$ cat config.mk
export PLATFORM = sky130hd
export DESIGN_NAME = prog_launch
export DESIGN_NICKNAME = d
export VERILOG_FILES = /design/src/rtl/prog_launch.sv
export SDC_FILE = /design/constraint.sdc
export NUM_CORES = 1
export LEC_CHECK = 0
export CAP_MARGIN = 20
export CORE_MARGIN = 2
export CORE_UTILIZATION = 40
export DETAILED_ROUTE_END_ITERATION = 10
export PLACE_DENSITY = 0.6
export REMOVE_ABC_BUFFERS = 1
export SLEW_MARGIN = 15
export SYNTH_ARGS = -nofsm -noshare
export SYNTH_HDL_FRONTEND = slang
export SYNTH_SLANG_ARGS = --single-unit
$ cat constraint.sdc
create_clock -name Clk -period 2 [get_ports Clk]
set_input_delay 0.4 -clock Clk [delete_from_list [all_inputs] [get_ports Clk]]
set_output_delay 0.4 -clock Clk [all_outputs]
set_load 0.02 [all_outputs]
$ cat src/rtl/prog_launch.sv
// Launch sequencer: fires NPROG programs one after another, times each run and
// reports its cycle count, or a timeout, before moving on.
module prog_launch #(
  parameter int NPROG   = 3,
  parameter int PULSE_W = 2,
  parameter int GAP_W   = 4,
  parameter int TMO     = 1000
) (
  input  logic        Clk,
  input  logic        Reset,
  input  logic        Go,
  input  logic        Done,
  output logic        Start,
  output logic [1:0]  ProgIdx,
  output logic        Busy,
  output logic [15:0] Result,
  output logic        ResultValid,
  output logic        ResultTmo,
  output logic        AllDone
);

  localparam int PCW = (PULSE_W > 1) ? $clog2(PULSE_W) : 1;
  localparam int GCW = (GAP_W > 1) ? $clog2(GAP_W) : 1;
  localparam logic [PCW-1:0] PULSE_LAST = PCW'(PULSE_W - 1);
  localparam logic [GCW-1:0] GAP_LAST   = GCW'(GAP_W - 1);
  localparam logic [15:0]    TMO_LAST   = 16'(TMO - 1);
  localparam logic [15:0]    TMO_VAL    = 16'(TMO);
  localparam logic [1:0]     LAST_IDX   = 2'(NPROG);

  typedef enum logic [2:0] {IDLE, PULSE, ARM, RUN, GAP, FINISH} state_t;

  state_t           state_reg;
  logic [PCW-1:0]   pulse_cnt_reg;
  logic [GCW-1:0]   gap_cnt_reg;
  logic [15:0]      cyc_count_reg;

  always_ff @(posedge Clk or negedge Reset) begin
    if (!Reset) begin
      state_reg     <= IDLE;
      pulse_cnt_reg <= '0;
      gap_cnt_reg   <= '0;
      cyc_count_reg <= '0;
      Start         <= 1'b0;
      ProgIdx       <= 2'd0;
      Busy          <= 1'b0;
      Result        <= 16'd0;
      ResultValid   <= 1'b0;
      ResultTmo     <= 1'b0;
      AllDone       <= 1'b0;
    end else begin
      ResultValid <= 1'b0;
      ResultTmo   <= 1'b0;
      case (state_reg)
        IDLE: begin
          if (Go) begin
            state_reg     <= PULSE;
            ProgIdx       <= 2'd1;
            Start         <= 1'b1;
            Busy          <= 1'b1;
            pulse_cnt_reg <= '0;
          end
        end
        PULSE: begin
          if (pulse_cnt_reg == PULSE_LAST) begin
            state_reg     <= ARM;
            Start         <= 1'b0;
            cyc_count_reg <= 16'd0;
          end else begin
            pulse_cnt_reg <= pulse_cnt_reg + 1'b1;
          end
        end
        // ARM waits out a Done level left over from the previous program.
        ARM: begin
          if (cyc_count_reg == TMO_LAST) begin
            Result      <= TMO_VAL;
            ResultValid <= 1'b1;
            ResultTmo   <= 1'b1;
            gap_cnt_reg <= '0;
            state_reg   <= GAP;
          end else begin
            cyc_count_reg <= cyc_count_reg + 16'd1;
            if (!Done) state_reg <= RUN;
          end
        end
        // Completion is tested first so it beats a timeout on the same cycle.
        RUN: begin
          if (Done) begin
            Result      <= cyc_count_reg;
            ResultValid <= 1'b1;
            gap_cnt_reg <= '0;
            state_reg   <= GAP;
          end else if (cyc_count_reg == TMO_LAST) begin
            Result      <= TMO_VAL;
            ResultValid <= 1'b1;
            ResultTmo   <= 1'b1;
            gap_cnt_reg <= '0;
            state_reg   <= GAP;
          end else begin
            cyc_count_reg <= cyc_count_reg + 16'd1;
          end
        end
        GAP: begin
          if (gap_cnt_reg == GAP_LAST) begin
            if (ProgIdx < LAST_IDX) begin
              ProgIdx       <= ProgIdx + 2'd1;
              Start         <= 1'b1;
              pulse_cnt_reg <= '0;
              state_reg     <= PULSE;
            end else begin
              Busy      <= 1'b0;
              AllDone   <= 1'b1;
              state_reg <= FINISH;
            end
          end else begin
            gap_cnt_reg <= gap_cnt_reg + 1'b1;
          end
        end
        FINISH: ;
        default: state_reg <= IDLE;
      endcase
    end
  end

endmodule

==> key figures, run 1 <==
STA
  • Endpoints failing hold: 0
  • Slew headroom: 65.8%
  • Slew @ Worst Pin: 0.514 ns
  • Period Utilization, post-route: 97.8%
  • Hold_ws: 0.0638 ns
  • Final Setup Violations: 0
  • Min Clock Period, post-route: 1.96 ns
  • PnR worst setup slack: 0.0441 ns
  • Clock Skews: 0.00613 ns
  • F_max: 0.511 GHz
  • RSZ-0062 raised after global routing: false
  • Max Transition Viols Final: 0

Synth
  • Number of synthesized flops with an enable pin: 0
  • Top_reg_cell synth: dfrtp_1
  • Post-synthesis async set-or-reset flop share: 100%
  • Cell count after synthesis: 199
  • Seq cells post-synth: 45
  • Post-synth cell types: 42
  • Avg Cell Area, Syn: 10.6 µm²
  • Mapped Area: 2100 µm²
  • Register area share after synthesis: 53.5%
  • Yosys warnings: 0

Floorplan
  • Initial core utilization: 41.2%
  • Ports: 27
  • Chip width: 76.5 µm
  • Core outline area: 5110 µm²
  • Die height: 76.5 µm
  • Die Footprint: 5860 µm²
  • Num rows: 26

Flow run
  • Max-cap violation count: 0

Drt
  • Wire per inst: 15.1 µm
  • Routed WL: 4.66 mm
  • Avg Vias per Cell: 5.40
  • DRC: 0
  • Initial DRC count: 134
  • Routed Antenna Nets: 0
  • DRT Pass-1 Iters: 4
  • Vias: 1669

GRT
  • First-pass GRT wire length: 8.07 mm
  • Largest net degree at the start of global routing: 26
  • Tot GR Track Use: 17.1%
  • Number of global-route vias before repair: 1624
  • Global route overflow: 0
  • Initial antenna violation count: 0

Clock network
  • CTS hold repair buffers: 0
  • CTS resizes: 0
  • Clock transition at path regs: 0.08 ns
  • Max clock buf depth: 2
  • Max H-tree Level: 2
  • Worst skew pair latency: 0.29 ns
  • Clk root buf: clkbuf_8
  • # Post-CTS Setup Buffers: 0
  • CTS Buf Count: 5
  • CTS tree: built
  • CTS Sinks: 45

Power
  • Logic pwr share: 42.7%
  • Leak pwr: 1.15 nW
  • Switching power total: 1.21 mW
  • Worst vdd ir: 0.813 mV
  • Clock share of power: 17.3%
  • Part of the power in registers: 40.0%
  • Total power: 3.25 mW
  • Sw frac: 37.1%
  • Cell-internal power: 2.04 mW
  • Power Density: 1230 nW/µm²

Critical path
  • Slowest-stage cell, CP: or4_4
  • CP endpoint kind: flip-flop
  • CP Data Required Time: 2.23 ns
  • Critical path class: in -> reg
  • WP data arrival: 2.18 ns
  • CP dominant cell by count: or4_4
  • Crit path largest cell delay: 0.53 ns
  • Worst Setup Start Kind: primary input
  • Largest fanout on the critical path: 8
  • Critical-path cell list: clkdlybuf4s50_1 > and2_4 > or4_4 > or4_4 > a21oi_2

Finish
  • Layout cells sized above 1: 14.6%
  • Most common cell after layout, fill and taps aside: dfrtp_1
  • Post-route insts no fill: 309
  • Antenna Cells: 0
  • Area growth syn-to-layout: 25.8%
  • Final Net Count: 246
  • FILL cells: 487
  • Most frequent cells in the layout: dfrtp_1, clkdlybuf4s50_1, nand2_1, buf_4

Placed design
  • Hpwl dp: 3.30 mm
  • Worst slack, placed: -0.313 ns
  • GPL Wtd Cong: 0.788
  • DP Cell Count: 302
  • Input/output buffers: 26

Outcome
  • Status: completed

Worst hold path
  • Hold/Removal Path Class: in -> async
[final cells by class]
class / count / area [µm²] / share of cell area (%)
inverter: 6 / 22.5 / 0.851
multi-input combinational: 136 / 915 / 34.5
clock buffer: 7 / 86.3 / 3.26
sequential: 45 / 1130 / 42.5
timing repair buffer: 45 / 410 / 15.5
tap: 70 / 87.6 / 3.31
[cells by family after synthesis]
| logic type | Yosys count | share of synthesized area, % |
|---|---|---|
| xor gates and xnor gates | 4 | 1.66 |
| and+or+nand+nor | 72 | 19.1 |
| buffers and inverters | 18 | 3.92 |
| AOI/OAI and AO/OA | 52 | 17.6 |
| DFF | 45 | 53.5 |
| adders and majority gates | 3 | 1.78 |
| muxes | 5 | 2.38 |
[power by group through the flow]
stage          logic, mW  registers (mW)  clock network (mW)
4_1_cts             1.38            1.30               0.581
6_report            1.39            1.30               0.562
3_5_place_dp        1.37            1.32                   0
2_1_floorplan      0.529            1.52                   0
5_1_grt             1.51            1.33               0.619
3_3_place_gp        1.35            1.31                   0
[worst paths after layout]
path | from | to | cells after the start | slack [ns]
min in group Clk | AllDone$_DFFE_PN0P_ | AllDone$_DFFE_PN0P_ | 1 | 0.47
max in group asynchronous | Reset | cyc_count_reg[15]$_DFFE_PN0P_ | 2 | 1.43
worst max register to register | state_reg[2]$_DFFE_PN0P_ | cyc_count_reg[15]$_DFFE_PN0P_ | 4 | 0.13
worst min-delay path | Reset | ProgIdx[0]$_DFFE_PN0P_ | 1 | 0.06
worst min register to register | AllDone$_DFFE_PN0P_ | AllDone$_DFFE_PN0P_ | 1 | 0.47
worst max-delay path | Done | cyc_count_reg[15]$_DFFE_PN0P_ | 5 | 0.04
[cell usage after synthesis (all sizes together) (5+ instances only)]
| library cell | n | area share (%) |
|---|---|---|
| o21ai | 10 | 2.4 |
| o22a | 6 | 2.5 |
| clkbuf | 10 | 1.8 |
| nor2 | 11 | 2.0 |
| o31ai | 5 | 1.8 |
| mux2i | 5 | 2.4 |
| a22o | 11 | 4.6 |
| a21oi | 11 | 2.6 |
| inv | 6 | 1.1 |
| nand2 | 18 | 3.2 |
| nand4 | 5 | 1.5 |
| dfrtp | 45 | 54 |
| nand3 | 7 | 1.7 |
[layer usage]
| metal | up-vias | GRT usage (%) | share of wire [%] |
|---|---|---|---|
| met2 | 34 | 25.2 | 45 |
| li1 | 817 | - | - |
| met3 | 6 | 2.84 | 3.2 |
| met1 | 812 | 25.4 | 50 |
| met5 | - | 0 | 0 |
| met4 | 0 | 6.00 | 1.4 |
[through the flow]
step	setup TNS, ns	area (µm²)	util (%)
2_1_floorplan	-0.919	2040	-
3_3_place_gp	-1.27	2540	49.8
3_5_place_dp	-1.41	2540	49.8
4_1_cts	0	2630	51.5
5_1_grt	0	2650	51.8
6_report	0	2650	51.8
[worst max-delay path, delay by kind of cell]
kind                   cells  cell delay [ns]
buffers and inverters      1             0.44
AND/OR/NAND/NOR            3             1.20
AO/OA/AOI/OAI              1             0.14
No activity file was read; power rests on OpenSTA's default activity.
==> inputs of run 2 (changes only) <==
--- a/config.mk
+++ b/config.mk
@@ -11,7 +11,7 @@
 export DETAILED_ROUTE_END_ITERATION = 10
 export PLACE_DENSITY = 0.6
 export REMOVE_ABC_BUFFERS = 1
-export SLEW_MARGIN = 15
+export SLEW_MARGIN = 0
 export SYNTH_ARGS = -nofsm -noshare
 export SYNTH_HDL_FRONTEND = slang
 export SYNTH_SLANG_ARGS = --single-unit
==> results of run 2 <==
No change in the layout: final DEF, timing and power equal those of run 1.
==> inputs of run 3 (changes only) <==
--- a/config.mk
+++ b/config.mk
@@ -6,7 +6,7 @@
 export NUM_CORES = 1
 export LEC_CHECK = 0
 export CAP_MARGIN = 20
-export CORE_MARGIN = 2
+export CORE_MARGIN = 3
 export CORE_UTILIZATION = 40
 export DETAILED_ROUTE_END_ITERATION = 10
 export PLACE_DENSITY = 0.6
==> key figures, run 3 (same netlist as run 1, synthesis figures left out) <==
Clock network
  • CTS Buf Count: 5
  • Max clock buf depth: 2
  • Clk root buf: clkbuf_8
  • Worst skew pair latency: 0.30 ns
  • CTS hold repair buffers: 0
  • CTS Sinks: 45
  • CTS tree: built
  • Clock transition at path regs: 0.08 ns
  • Max H-tree Level: 2

STA
  • Slew headroom: 64.1%
  • Setup TNS Final: 0 ns
  • Max Transition Viols Final: 0
  • F_max: 0.516 GHz
  • Min Clock Period, post-route: 1.94 ns
  • Endpoints failing hold: 0
  • Slew @ Worst Pin: 0.538 ns
  • Final Setup Violations: 0
  • Period Utilization, post-route: 96.8%
  • Hold_ws: 0.0776 ns
  • Clock Skews: 0.00593 ns
  • RSZ-0062 raised after global routing: false

Outcome
  • Status: completed

Critical path
  • Number of cells on the worst reg-to-reg path: 4
  • Crit. Startpoint: Done
  • RR Startpoint: cyc_count_reg[3]$_DFFE_PN0P_
  • Largest fanout on the critical path: 7
  • Critical path class: in -> reg
  • WP data arrival: 2.17 ns
  • Worst Setup Start Kind: primary input
  • R2r endpoint: cyc_count_reg[15]$_DFFE_PN0P_
  • Critical-path cell list: clkdlybuf4s50_1 > and2_1 > or4_4 > or4_1 > a21oi_1
  • CP Data Required Time: 2.23 ns
  • CP endpoint kind: flip-flop
  • R2r setup slk: 0.11 ns
  • Slowest-stage cell, CP: or4_4
  • Crit path largest cell delay: 0.53 ns

Drt
  • Wire per inst: 15.7 µm
  • Initial DRC count: 93
  • Routed Antenna Nets: 0
  • Avg Vias per Cell: 5.59
  • Routed WL: 4.81 mm
  • DRT Pass-1 Iters: 4
  • Vias: 1711
  • DRC: 0

GRT
  • Number of global-route vias before repair: 1714
  • First-pass GRT wire length: 8.32 mm
  • Largest net degree at the start of global routing: 25
  • Global route overflow: 0
  • Initial antenna violation count: 0
  • Tot GR Track Use: 17.1%

Finish
  • Antenna Cells: 0
  • Final Net Count: 245
  • Post-route insts no fill: 306
  • FILL cells: 453
  • Post-route cell area: 2640 µm²
  • Most frequent cells in the layout: dfrtp_1, clkdlybuf4s50_1, nand2_1, buf_4
  • Area growth syn-to-layout: 25.3%
  • Area of the multi-input gates: 900 µm²
  • Most common cell after layout, fill and taps aside: dfrtp_1
  • Layout cells sized above 1: 13.4%
  • Storage element area: 1130 µm²

Power
  • Power Density: 1250 nW/µm²
  • Total power: 3.28 mW
  • Leak pwr: 1.15 nW
  • Worst vdd ir: 0.629 mV

Floorplan
  • Chip width: 78.5 µm
  • Die height: 78.5 µm
  • Die Footprint: 6170 µm²
  • Num rows: 25
  • Ports: 27
  • Core outline area: 4910 µm²
  • Initial core utilization: 42.9%

Placed design
  • Post-DP Area: 2520 µm²
  • Input/output buffers: 26
  • GPL Wtd Cong: 0.828
  • Hpwl dp: 3.48 mm
  • DP Cell Count: 297

Worst hold path
  • Hold/Removal Path Class: in -> async

Flow run
  • Max-cap violation count: 0
run 3: changes by cell type in the layout (fill, tap and decap cells not counted), sizes merged:
cell	delta
buf	-1
clkinv	+1
run 3: worst max-delay path: cells and delay by family:
kind                   cells  cell delay, ns
buffers and inverters      1            0.42
AOI/OAI and AO/OA          1            0.15
and+or+nand+nor            3            1.19
run 3: layout make-up:
class,count,area share [%]
tap,67,3.18
clock buffer,7,3.65
clock inverter,1,0.190
sequential,45,42.7
inverter,6,0.854
multi-input combinational,136,34.1
timing repair buffer,44,15.3
run 3: worst max path at each step:
stage                     cells after the start  slack, ns                       endpoint
final                                         5       0.06  cyc_count_reg[15]$_DFFE_PN0P_
after global routing                          5      0.006  cyc_count_reg[15]$_DFFE_PN0P_
after CTS                                     5       0.03  cyc_count_reg[15]$_DFFE_PN0P_
after detailed placement                      5      -0.28  cyc_count_reg[15]$_DFFE_PN0P_
after global placement                        5      -0.27  cyc_count_reg[15]$_DFFE_PN0P_
after floorplan                               6      -0.15          Result[3]$_DFFE_PN0P_
run 3: report_power, final:
group | switching, mW | leakage [nW] | internal [mW]
clock | 0.297 | 0.0542 | 0.312
sequential | 0.174 | 0.588 | 1.13
combinational | 0.733 | 0.506 | 0.633
run 3: stage by stage:
| step | setup slack [ns] | util (%) |
|---|---|---|
| 2_1_floorplan | -0.153 | - |
| 3_3_place_gp | -0.265 | 51.4 |
| 3_5_place_dp | -0.285 | 51.4 |
| 4_1_cts | 0.0256 | 53.5 |
| 5_1_grt | 0.00629 | 53.7 |
| 6_report | 0.0633 | 53.7 |
run 3: per-layer routing:
layer	global-route usage (%)	share of wire, %	vias to the layer above	wire (µm)
met5	0	0	-	0
met4	5.07	1.0	0	49
met3	4.13	4.3	4	209
met2	27.2	49	43	2340
met1	22.9	46	845	2210
li1	-	-	819	-
run 3: what timing repair did:
action / CTS / global route
endpoints found under the setup margin: 0 / 19
setup buffers: 0 / 1
gates resized for setup: 0 / 1
